File: src/rtl/alu_pkg.sv
`default_nettype none
// +----------------------------------------------------------------------------+
// | alu_pkg : opcodes, FSM state encoding and default width for alu_ac_unit    |
// | Revision: 1.0                                                              |
// +----------------------------------------------------------------------------+
package alu_pkg;

  localparam int c_default_width = 16;

  localparam logic [3:0] c_op_pass = 4'd0;
  localparam logic [3:0] c_op_add  = 4'd1;
  localparam logic [3:0] c_op_sub  = 4'd2;
  localparam logic [3:0] c_op_and  = 4'd3;
  localparam logic [3:0] c_op_or   = 4'd4;
  localparam logic [3:0] c_op_xor  = 4'd5;
  localparam logic [3:0] c_op_not  = 4'd6;
  localparam logic [3:0] c_op_inc  = 4'd7;
  localparam logic [3:0] c_op_dec  = 4'd8;
  localparam logic [3:0] c_op_shl  = 4'd9;
  localparam logic [3:0] c_op_shr  = 4'd10;
  localparam logic [3:0] c_op_mul  = 4'd11;
  localparam logic [3:0] c_op_clr  = 4'd12;

  typedef enum logic [0:0] {
    ST_IDLE = 1'b0,
    ST_MUL  = 1'b1
  } alu_state_t;

endpackage
`default_nettype wire

File: src/rtl/alu_mul_seq.sv
`default_nettype none
// +----------------------------------------------------------------------------+
// | alu_mul_seq : shift-add multiplier, one iteration per cycle, WIDTH cycles  |
// | Revision: 1.0                                                              |
// +----------------------------------------------------------------------------+
module alu_mul_seq
  import alu_pkg::*;
#(
  parameter int WIDTH = c_default_width
) (
  input  logic               Clock,
  input  logic               Reset_n,
  input  logic               start,
  input  logic [WIDTH-1:0]   a,
  input  logic [WIDTH-1:0]   b,
  output logic               busy,
  output logic               last,
  output logic [2*WIDTH-1:0] product
);

  localparam int                 c_cnt_w    = $clog2(WIDTH);
  localparam logic [c_cnt_w-1:0] c_last_cnt = c_cnt_w'(WIDTH - 1);

  logic [2*WIDTH-1:0] r_mcand;
  logic [2*WIDTH-1:0] r_acc;
  logic [WIDTH-1:0]   r_mplier;
  logic [c_cnt_w-1:0] r_cnt;
  logic               r_busy;
  logic [2*WIDTH-1:0] w_acc_next;

  // product is the accumulator after the current iteration; complete when last is high
  assign w_acc_next = r_acc + (r_mplier[0] ? r_mcand : {(2*WIDTH){1'b0}});
  assign product    = w_acc_next;
  assign last       = r_busy && (r_cnt == c_last_cnt);
  assign busy       = r_busy;

  always_ff @(posedge Clock or negedge Reset_n) begin
    if (!Reset_n) begin
      r_mcand  <= '0;
      r_acc    <= '0;
      r_mplier <= '0;
      r_cnt    <= '0;
      r_busy   <= 1'b0;
    end else if (r_busy) begin
      r_acc    <= w_acc_next;
      r_mcand  <= r_mcand << 1;
      r_mplier <= r_mplier >> 1;
      r_cnt    <= r_cnt + 1'b1;
      if (last) begin
        r_busy <= 1'b0;
      end
    end else if (start) begin
      r_mcand  <= {{WIDTH{1'b0}}, a};
      r_mplier <= b;
      r_acc    <= '0;
      r_cnt    <= '0;
      r_busy   <= 1'b1;
    end
  end

endmodule
`default_nettype wire

File: src/rtl/alu_ac_unit.sv
`default_nettype none
// +----------------------------------------------------------------------------+
// | alu_ac_unit : accumulator ALU with Z/C flags; MUL only with IAAA_ALU_MUL_EN |
// | Revision: 1.0                                                              |
// +----------------------------------------------------------------------------+
module alu_ac_unit
  import alu_pkg::*;
#(
  parameter int WIDTH = c_default_width
) (
  input  logic             Clock,
  input  logic             Reset_n,
  input  logic [WIDTH-1:0] A_BUS_in,
  input  logic [WIDTH-1:0] B_BUS_in,
  input  logic [3:0]       ALU_OP,
  input  logic             ALU_start,
  input  logic             AC_load,
  output logic [WIDTH-1:0] AC_out,
  output logic             Z_flag,
  output logic             C_flag,
  output logic             ALU_busy,
  output logic             ALU_done
);

  localparam logic [WIDTH-1:0] c_one = {{(WIDTH-1){1'b0}}, 1'b1};

  alu_state_t       r_state;
  logic [WIDTH-1:0] r_ac;
  logic             r_z;
  logic             r_c;
  logic             r_done;

  logic [WIDTH-1:0] w_res;
  logic [WIDTH:0]   w_sum;
  logic             w_carry;
  logic             w_legal;
  logic             w_is_mul;

  always_comb begin
    w_res    = r_ac;
    w_sum    = '0;
    w_carry  = 1'b0;
    w_legal  = 1'b1;
    w_is_mul = 1'b0;
    case (ALU_OP)
      c_op_pass: w_res = A_BUS_in;
      c_op_add: begin
        w_sum   = {1'b0, A_BUS_in} + {1'b0, B_BUS_in};
        w_res   = w_sum[WIDTH-1:0];
        w_carry = w_sum[WIDTH];
      end
      c_op_sub: begin
        w_res   = A_BUS_in - B_BUS_in;
        w_carry = (A_BUS_in < B_BUS_in);
      end
      c_op_and: w_res = A_BUS_in & B_BUS_in;
      c_op_or:  w_res = A_BUS_in | B_BUS_in;
      c_op_xor: w_res = A_BUS_in ^ B_BUS_in;
      c_op_not: w_res = ~A_BUS_in;
      c_op_inc: begin
        w_sum   = {1'b0, r_ac} + {1'b0, c_one};
        w_res   = w_sum[WIDTH-1:0];
        w_carry = w_sum[WIDTH];
      end
      c_op_dec: begin
        w_res   = r_ac - c_one;
        w_carry = (r_ac == '0);
      end
      c_op_shl: begin
        w_res   = {A_BUS_in[WIDTH-2:0], 1'b0};
        w_carry = A_BUS_in[WIDTH-1];
      end
      c_op_shr: begin
        w_res   = {1'b0, A_BUS_in[WIDTH-1:1]};
        w_carry = A_BUS_in[0];
      end
      c_op_clr: w_res = '0;
`ifdef IAAA_ALU_MUL_EN
      c_op_mul: w_is_mul = 1'b1;
`endif
      default: w_legal = 1'b0;
    endcase
  end

`ifdef IAAA_ALU_MUL_EN
  logic               w_mul_start;
  logic               w_mul_busy;
  logic               w_mul_last;
  logic [2*WIDTH-1:0] w_mul_product;

  assign w_mul_start = ALU_start && w_is_mul && (r_state == ST_IDLE);

  alu_mul_seq #(
    .WIDTH (WIDTH)
  ) u_mul (
    .Clock   (Clock),
    .Reset_n (Reset_n),
    .start   (w_mul_start),
    .a       (A_BUS_in),
    .b       (B_BUS_in),
    .busy    (w_mul_busy),
    .last    (w_mul_last),
    .product (w_mul_product)
  );

  assign ALU_busy = w_mul_busy;
`else
  assign ALU_busy = 1'b0;
`endif

  always_ff @(posedge Clock or negedge Reset_n) begin
    if (!Reset_n) begin
      r_state <= ST_IDLE;
      r_ac    <= '0;
      r_z     <= 1'b0;
      r_c     <= 1'b0;
      r_done  <= 1'b0;
    end else begin
      r_done <= 1'b0;
      case (r_state)
        ST_IDLE: begin
          // start wins over load; illegal ops still acknowledge with done
          if (ALU_start) begin
            if (w_is_mul) begin
              r_state <= ST_MUL;
            end else begin
              r_done <= 1'b1;
              if (w_legal) begin
                r_ac <= w_res;
                r_z  <= (w_res == '0);
                r_c  <= w_carry;
              end
            end
          end else if (AC_load) begin
            r_ac <= A_BUS_in;
          end
        end
`ifdef IAAA_ALU_MUL_EN
        ST_MUL: begin
          if (w_mul_last) begin
            r_ac    <= w_mul_product[WIDTH-1:0];
            r_z     <= (w_mul_product[WIDTH-1:0] == '0);
            r_c     <= |w_mul_product[2*WIDTH-1:WIDTH];
            r_done  <= 1'b1;
            r_state <= ST_IDLE;
          end
        end
`endif
        default: r_state <= ST_IDLE;
      endcase
    end
  end

  assign AC_out   = r_ac;
  assign Z_flag   = r_z;
  assign C_flag   = r_c;
  assign ALU_done = r_done;

endmodule
`default_nettype wire

File: config.mk
export PLATFORM = sky130hd
export DESIGN_NAME = alu_ac_unit
export DESIGN_NICKNAME = d
export VERILOG_FILES = /design/src/rtl/alu_pkg.sv /design/src/rtl/alu_mul_seq.sv /design/src/rtl/alu_ac_unit.sv
export SDC_FILE = /design/constraint.sdc
export NUM_CORES = 1
export LEC_CHECK = 0
export CAP_MARGIN = 20
export CORE_MARGIN = 1
export CORE_UTILIZATION = 40
export DETAILED_ROUTE_END_ITERATION = 8
export HOLD_SLACK_MARGIN = 0.15
export MAX_ROUTING_LAYER = met4
export PLACE_DENSITY_LB_ADDON = 0.2
export SLEW_MARGIN = 20
export SYNTH_ARGS = -nofsm -noshare
export SYNTH_HDL_FRONTEND = slang
export SYNTH_SLANG_ARGS = --single-unit
File: constraint.sdc
create_clock -name Clock -period 6 [get_ports Clock]
set_input_delay 0.9 -clock Clock [delete_from_list [all_inputs] [get_ports Clock]]
set_output_delay 0.9 -clock Clock [all_outputs]
set_load 0.01 [all_outputs]
# After elaboration in Yosys (flattened, before gate mapping)
# Index checks and enable logic that the tools add are counted.
[word_totals]
register_bits = 19
output_inout_bits = 20
word_cells = 39
[op_classes]
add_sub_neg = 4
magnitude_cmp = 1
n_eq_ne = 12
n_mux = 7
bitwise_logic = 4
reduce_logical = 7
[op_table]
columns = ["cell", "count"]
rows = [
  ["$pmux 16 s12", 1],
  ["$mux 16", 3],
  ["$logic_not 16->1", 2],
  ["$add 16x1->17 const B", 1],
  ["$add 16x16->17", 1],
  ["$and 16x16->16", 1],
  ["$eq 4x3->1 const B", 4],
  ["$eq 4x4->1 const B", 4],
  ["$lt 16x16->1", 1],
  ["$not 16->16", 1],
  ["$or 16x16->16", 1],
  ["$sub 16x1->16 const B", 1],
  ["$sub 16x16->16", 1],
  ["$xor 16x16->16", 1],
  ["$reduce_or 12->1", 1],
  ["$eq 4x2->1 const B", 2],
  ["$pmux 1 s6", 1],
  ["$eq 4x1->1 const B", 1],
  ["$logic_not 4->1", 1],
  ["$reduce_and 2->1", 2],
  ["$mux 1", 2],
  ["$ne 2x1->1 const B", 1],
  ["$reduce_bool 2->1", 1],
]

# Longest topological paths before layout
# Gate-level depths: netlist (run 1).
[logic_depth]
depth_word = 5
ltp_mapped = 13
ltp_nobuf = 13

# Worst setup path after synthesis (run 1)
# OpenSTA, ideal clock, no wires.
[synth_path]
path_type = "input-to-reg"
start = "input port A_BUS_in[0]"
end = "register r_z (netlist: Z_flag)"
setup_time_ps = 92
arrival_time_ps = 3424
slack_ps = 2485
stages = 12
cell_sequence = "ha_1 > inv_1 > fa_1 > and2b_1 > o2111ai_1 > a211o_1 > a2111oi_0 > nor4_1 > nand4bb_1 > o22ai_1 > nand4b_1 > o31ai_2"
[synth_via]
elab_chain_cells = 3
[synth_lines]
columns = ["element", "line", "text"]
rows = [
  ["from (decl)", "alu_ac_unit.sv:13", "input logic [WIDTH-1:0] A_BUS_in,"],
  ["$sub 16x16->16 (tied with other cells)", "alu_ac_unit.sv:53", "w_res = A_BUS_in - B_BUS_in;"],
  ["$pmux 16 s12 *", "alu_ac_unit.sv:45", "case (ALU_OP)"],
  ["$logic_not 16->1 *", "alu_ac_unit.sv:130", "r_z <= (w_res == '0);"],
  ["to (signal assigned)", "alu_ac_unit.sv:130", ""],
  ["to (decl)", "alu_ac_unit.sv:29", "logic r_z;"],
]
# Every way passes the cells marked *; elsewhere a longest branch is shown, timed or not.
# A chain may end at the register's enable or synchronous reset.

# Worst setup path after layout (run 1)
[layout_path]
start = "input port A_BUS_in[7]"
end = "register r_z (netlist: Z_flag)"
# Same word-level chain as after synthesis.

==> results.cfg, run 1 <==
[sta]
hold_viol = 0
holdWs_ps = 485
slew_viol_final = 0
setup_viol_count_final = 0
setup_tns_ps = 0
worst_slew_pin_slew_ps = 1080
skew_ps = 3.81
fin_crit_ps = 4670
rsz0062_at_grt = no
fin_crit_sh_pct = 77.8
fmax_mhz = 214
maxSlewHeadroom_pct = 27.8

[logic_synthesis]
synth_mux_area_share_pct = 2.04
synth_xor_area_share_pct = 2.89
avgSynthCellArea_um2 = 7.13
synth-simple-area-share_pct = 24.9
synth_cells = 764
yosys-top-cells-area = ha_1, dfrtp_1, a21oi_1
syn_nets = 858
synth_compound_area_share_pct = 36.3
ys_seq_area_share_pct = 8.73
synth_top_family_by_area = compound AO/OA/AOI/OAI gates
synth_top_area_cell = ha_1
synthAdderAreaFrac_pct = 12.7
ys.flop_type = dfrtp_1
synth_top_area_share_pct = 11.9
yosysUniqueCellTypes = 89
synth_edf_count = 0
async_flop_share_pct = 100
ys_warn_count = 0
syn_area_mm2 = 0.00545
ys_seq_elements = 19

[cts]
clk_path_buf_depth = 2
cts_buffers = 3
cts_sinks = 19
post_cts_resized = 0
clk_pin_slew_ps = 60
clk_latency_ps = 260
cts_tree = yes
cts_setup_buffers = 0
cts_max_level = 1
cts_hold_buf = 0
root_buffer = clkbuf_16

[setup_path]
cp.arrival_ps = 4840
end_kind = flop
worstSetupPathType = input port to flop
critPathMaxFanout = 11
required_ps = 6170
start_kind = input port

[final_layout]
mostFrequentLayoutCells = nand2_1, nor2_1, clkdlybuf4s50_1
area_delta_synth_final_pct = 9.76
fin_nets = 870
drive_gt1_share_pct = 5.42
antennaDiodeCount = 0
final_common_cell = nand2_1
nFillCells = 1393

[floorplanning]
die_y_um = 119
rows = 42
start_util_pct = 41.1
core_mm2 = 0.0132
die_width_um = 119
ios = 60
die_area_mm2 = 0.0141

[drt]
vias = 6326
drc = 0
drtIter0Drc = 808
vias_per_cell = 6.65
detail-route-antenna-nets = 0
routed_wl_um = 21800
wl_per_cell_um = 22.9
first_pass_iters = 6

[min_path]
min_path_type = flop to flop

[power_and_ir_drop]
ir_drop_v = 0.0000915
p_per_area_mw_per_mm2 = 158
fin_total_pwr_uw = 946
p_leak_nw = 2.38

[place]
dpl.hpwl_um = 16900
port_buffers = 58
gp_congestion = 0.968

[job]
cap_violations = 0

[global_route]
antenna_found_initial = 0
grt.total_usage_pct = 31.5
grt_max_degree = 47
grt_pass1_wl_um = 33700
grt_pass1_vias = 5765
grt-ovfl-total = 0

[status]
status = finished, final reports clean
-- per-stage QoR --
step,instance area [um^2],cells,setup WS (ps),utilization [%]
floorplan,5450,764,2480,-
global placement,5900,947,1260,44.6
detailed placement,5900,947,1180,44.6
CTS,5980,951,1450,45.2
global route,5980,951,1260,45.2
finish,5980,951,1330,45.2
-- cell families (layout without fill, tap and decap cells) --
logic type / Yosys count / in the layout
fa+ha+maj: 54 / 54
buf+inv: 122 / 133
compound gates: 285 / 285
simple gates: 254 / 254
xor+xnor: 18 / 18
flops: 19 / 19
mux: 11 / 11
other cells: 1 / 1
-- worst max-delay path, cell delays in order --
cell and delay [ps]:
clkdlybuf4s50_1 680, inv_1 80, ha_1 440, and2b_1 300
nor3_1 60, a2111oi_0 880, a31oi_1 220, xor2_1 190
a221oi_1 540, o211ai_1 130, nand4b_1 210, o31ai_2 220
-- layout make-up --
type                            count  area (um^2)  share of cell area, %
Clock buffer                        4         78.8                   1.32
Inverter                           57          214                   3.58
Multi-Input combinational cell    623         4310                   72.1
Sequential cell                    19          475                   7.95
Tap cell                          176          220                   3.68
Timing Repair Buffer               72          681                   11.4
-- report_power, final --
group	internal, mW	leakage [nW]	switching (mW)	total (mW)
clock network	0.0906	0.0382	0.0511	0.142
registers	0.150	0.220	0.0655	0.215
logic	0.238	2.13	0.350	0.589
total	0.479	2.38	0.467	0.946
-- flip-flops by register name, summed over array words and instances, names as in the netlist --
signal	flops
AC_out	16
C_flag	1
ALU_done	1
Z_flag	1
-- layer usage --
layer	GRT usage [%]	up-vias	wire length (um)
li1	-	2914	-
met1	43.8	2986	9740
met2	46.3	380	9200
met5	-	-	0
met4	10.8	0	741
met3	4.68	46	2100
-- Yosys cell counts, drive strengths merged (19+ instances only) --
library cell   n
a21oi         52
a31oi         20
buf           32
clkbuf        33
dfrtp         19
ha            52
inv           55
nand2         58
nand3         19
nor2          57
nor3          22
o21ai         49
o22ai         24
-- worst paths after layout --
check,start,end,slack [ps],cells after the start
worst max-delay path,A_BUS_in[7],Z_flag,1330,12
worst min-delay path,C_flag,C_flag,490,1
worst max register to register,AC_out[6],Z_flag,2820,9
worst min register to register,C_flag,C_flag,490,1
max in group asynchronous,Reset_n,AC_out[9],4290,1
min in group asynchronous,Reset_n,AC_out[2],1160,1
(Power assumes the default switching activity.)
==> run 2, diff against run 1 <==
Clock period 6 ns to 4.05 ns, I/O delays scaled along.
==> results.cfg, run 2 (synthesis results as in run 1) <==
[drt]
routed_wl_um = 22500
wl_per_cell_um = 22.5
detail-route-antenna-nets = 0
drtIter0Drc = 863
drc = 0
vias_per_cell = 6.42
vias = 6440
first_pass_iters = 7

[final_layout]
largest_reg_flops = 16
final_common_cell = buf_4
post-route-util_pct = 48.5
drive_gt1_share_pct = 11.5
area_delta_synth_final_pct = 18.0
fin_area_mm2 = 0.00643
multiInputGateArea_mm2 = 0.00432
layout.area.seq_um2 = 475
nFillCells = 1383
antennaDiodeCount = 0
mostFrequentLayoutCells = buf_4, nand2_1, nor2_1, clkdlybuf4s50_1, inv_1
fin_nets = 922
stdcell_count = 1003

[sta]
maxSlewHeadroom_pct = 41.5
holdWs_ps = 491
worst_slack_ps = 214
setup_viol_count_final = 0
setup_tns_ps = 0
hold_viol = 0
skew_ps = 3.41
fmax_mhz = 261
fin_crit_ps = 3840
fin_crit_sh_pct = 94.7
slew_viol_final = 0
worst_slew_pin_slew_ps = 875
rsz0062_at_grt = no

[global_route]
grt.total_usage_pct = 32.7
grt_max_degree = 48
grt_pass1_wl_um = 34900
grt_pass1_vias = 5990
antenna_found_initial = 0
grt-ovfl-total = 0

[place]
place_inst = 999
post-place-ws_ps = -98.0
gp_congestion = 0.993
port_buffers = 58
post_dp_cell_area_mm2 = 0.00634
dpl.hpwl_um = 18000

[floorplanning]
die_y_um = 119
rows = 42
die_width_um = 119
start_util_pct = 41.1
core_mm2 = 0.0132
ios = 60
die_area_mm2 = 0.0141

[setup_path]
required_ps = 4220
cp.arrival_ps = 4000
start_kind = input port
r2r-end = Z_flag
end_kind = flop
worst-r2r-cell-count = 9
critPathMaxFanout = 4
r2r_slack_ps = 920
crit_start = B_BUS_in[1]
r2r-start = AC_out[6]
worstSetupPathType = input port to flop

[cts]
cts_hold_buf = 0
cts_buffers = 3
cts_sinks = 19
post_cts_resized = 0
clk_path_buf_depth = 2
cts_setup_buffers = 0
clk_latency_ps = 260
cts_max_level = 1
cts_tree = yes
clk_pin_slew_ps = 50
root_buffer = clkbuf_16

[power_and_ir_drop]
p_per_area_mw_per_mm2 = 229
p_leak_nw = 2.65
ir_drop_v = 0.000134
fin_total_pwr_mw = 1.47

[job]
cap_violations = 0

[min_path]
hp-start = C_flag
min_path_type = flop to flop
min_to = C_flag
hold_depth = 1

[status]
status = finished, final reports clean
## run 2: changes by cell type in the layout (fill, tap and decap cells not counted), sizes merged
cell and change:
buf +52
## run 2: worst max path at each step
stage	end	slack, ps	depth (start not counted)
3_3_place_gp	Z_flag	20	14
5_1_grt	Z_flag	60	12
6_report	Z_flag	210	12
4_1_cts	Z_flag	140	14
3_5_place_dp	Z_flag	-100	14
2_1_floorplan	Z_flag	830	12
## run 2: metal layers
layer,GRT usage [%],share of wire (%)
met1,44.8,45
met2,50.1,45
met3,4.01,8.2
met4,9.65,2.3
met5,-,0
## run 2: layout make-up
class | instances | share of cell area (%)
Sequential cell | 19 | 7.40
Clock buffer | 4 | 1.23
Multi-Input combinational cell | 623 | 67.2
Tap cell | 176 | 3.43
Inverter | 57 | 3.33
Timing Repair Buffer | 124 | 17.4
## run 2: where the power goes
part	internal, mW	switching [mW]
clock	0.134	0.0703
combinational	0.407	0.537
sequential	0.222	0.102
total	0.763	0.709
## run 2: worst max-delay path, cell delays in order
cell             delay [ps]
clkdlybuf4s50_1         480
inv_1                   110
ha_1                    350
a211oi_1                480
o211ai_1                240
a311oi_1                470
nor4_1                   80
or3_2                   430
mux2i_1                 200
o211a_1                 230
nand4_1                 120
o31ai_2                 200
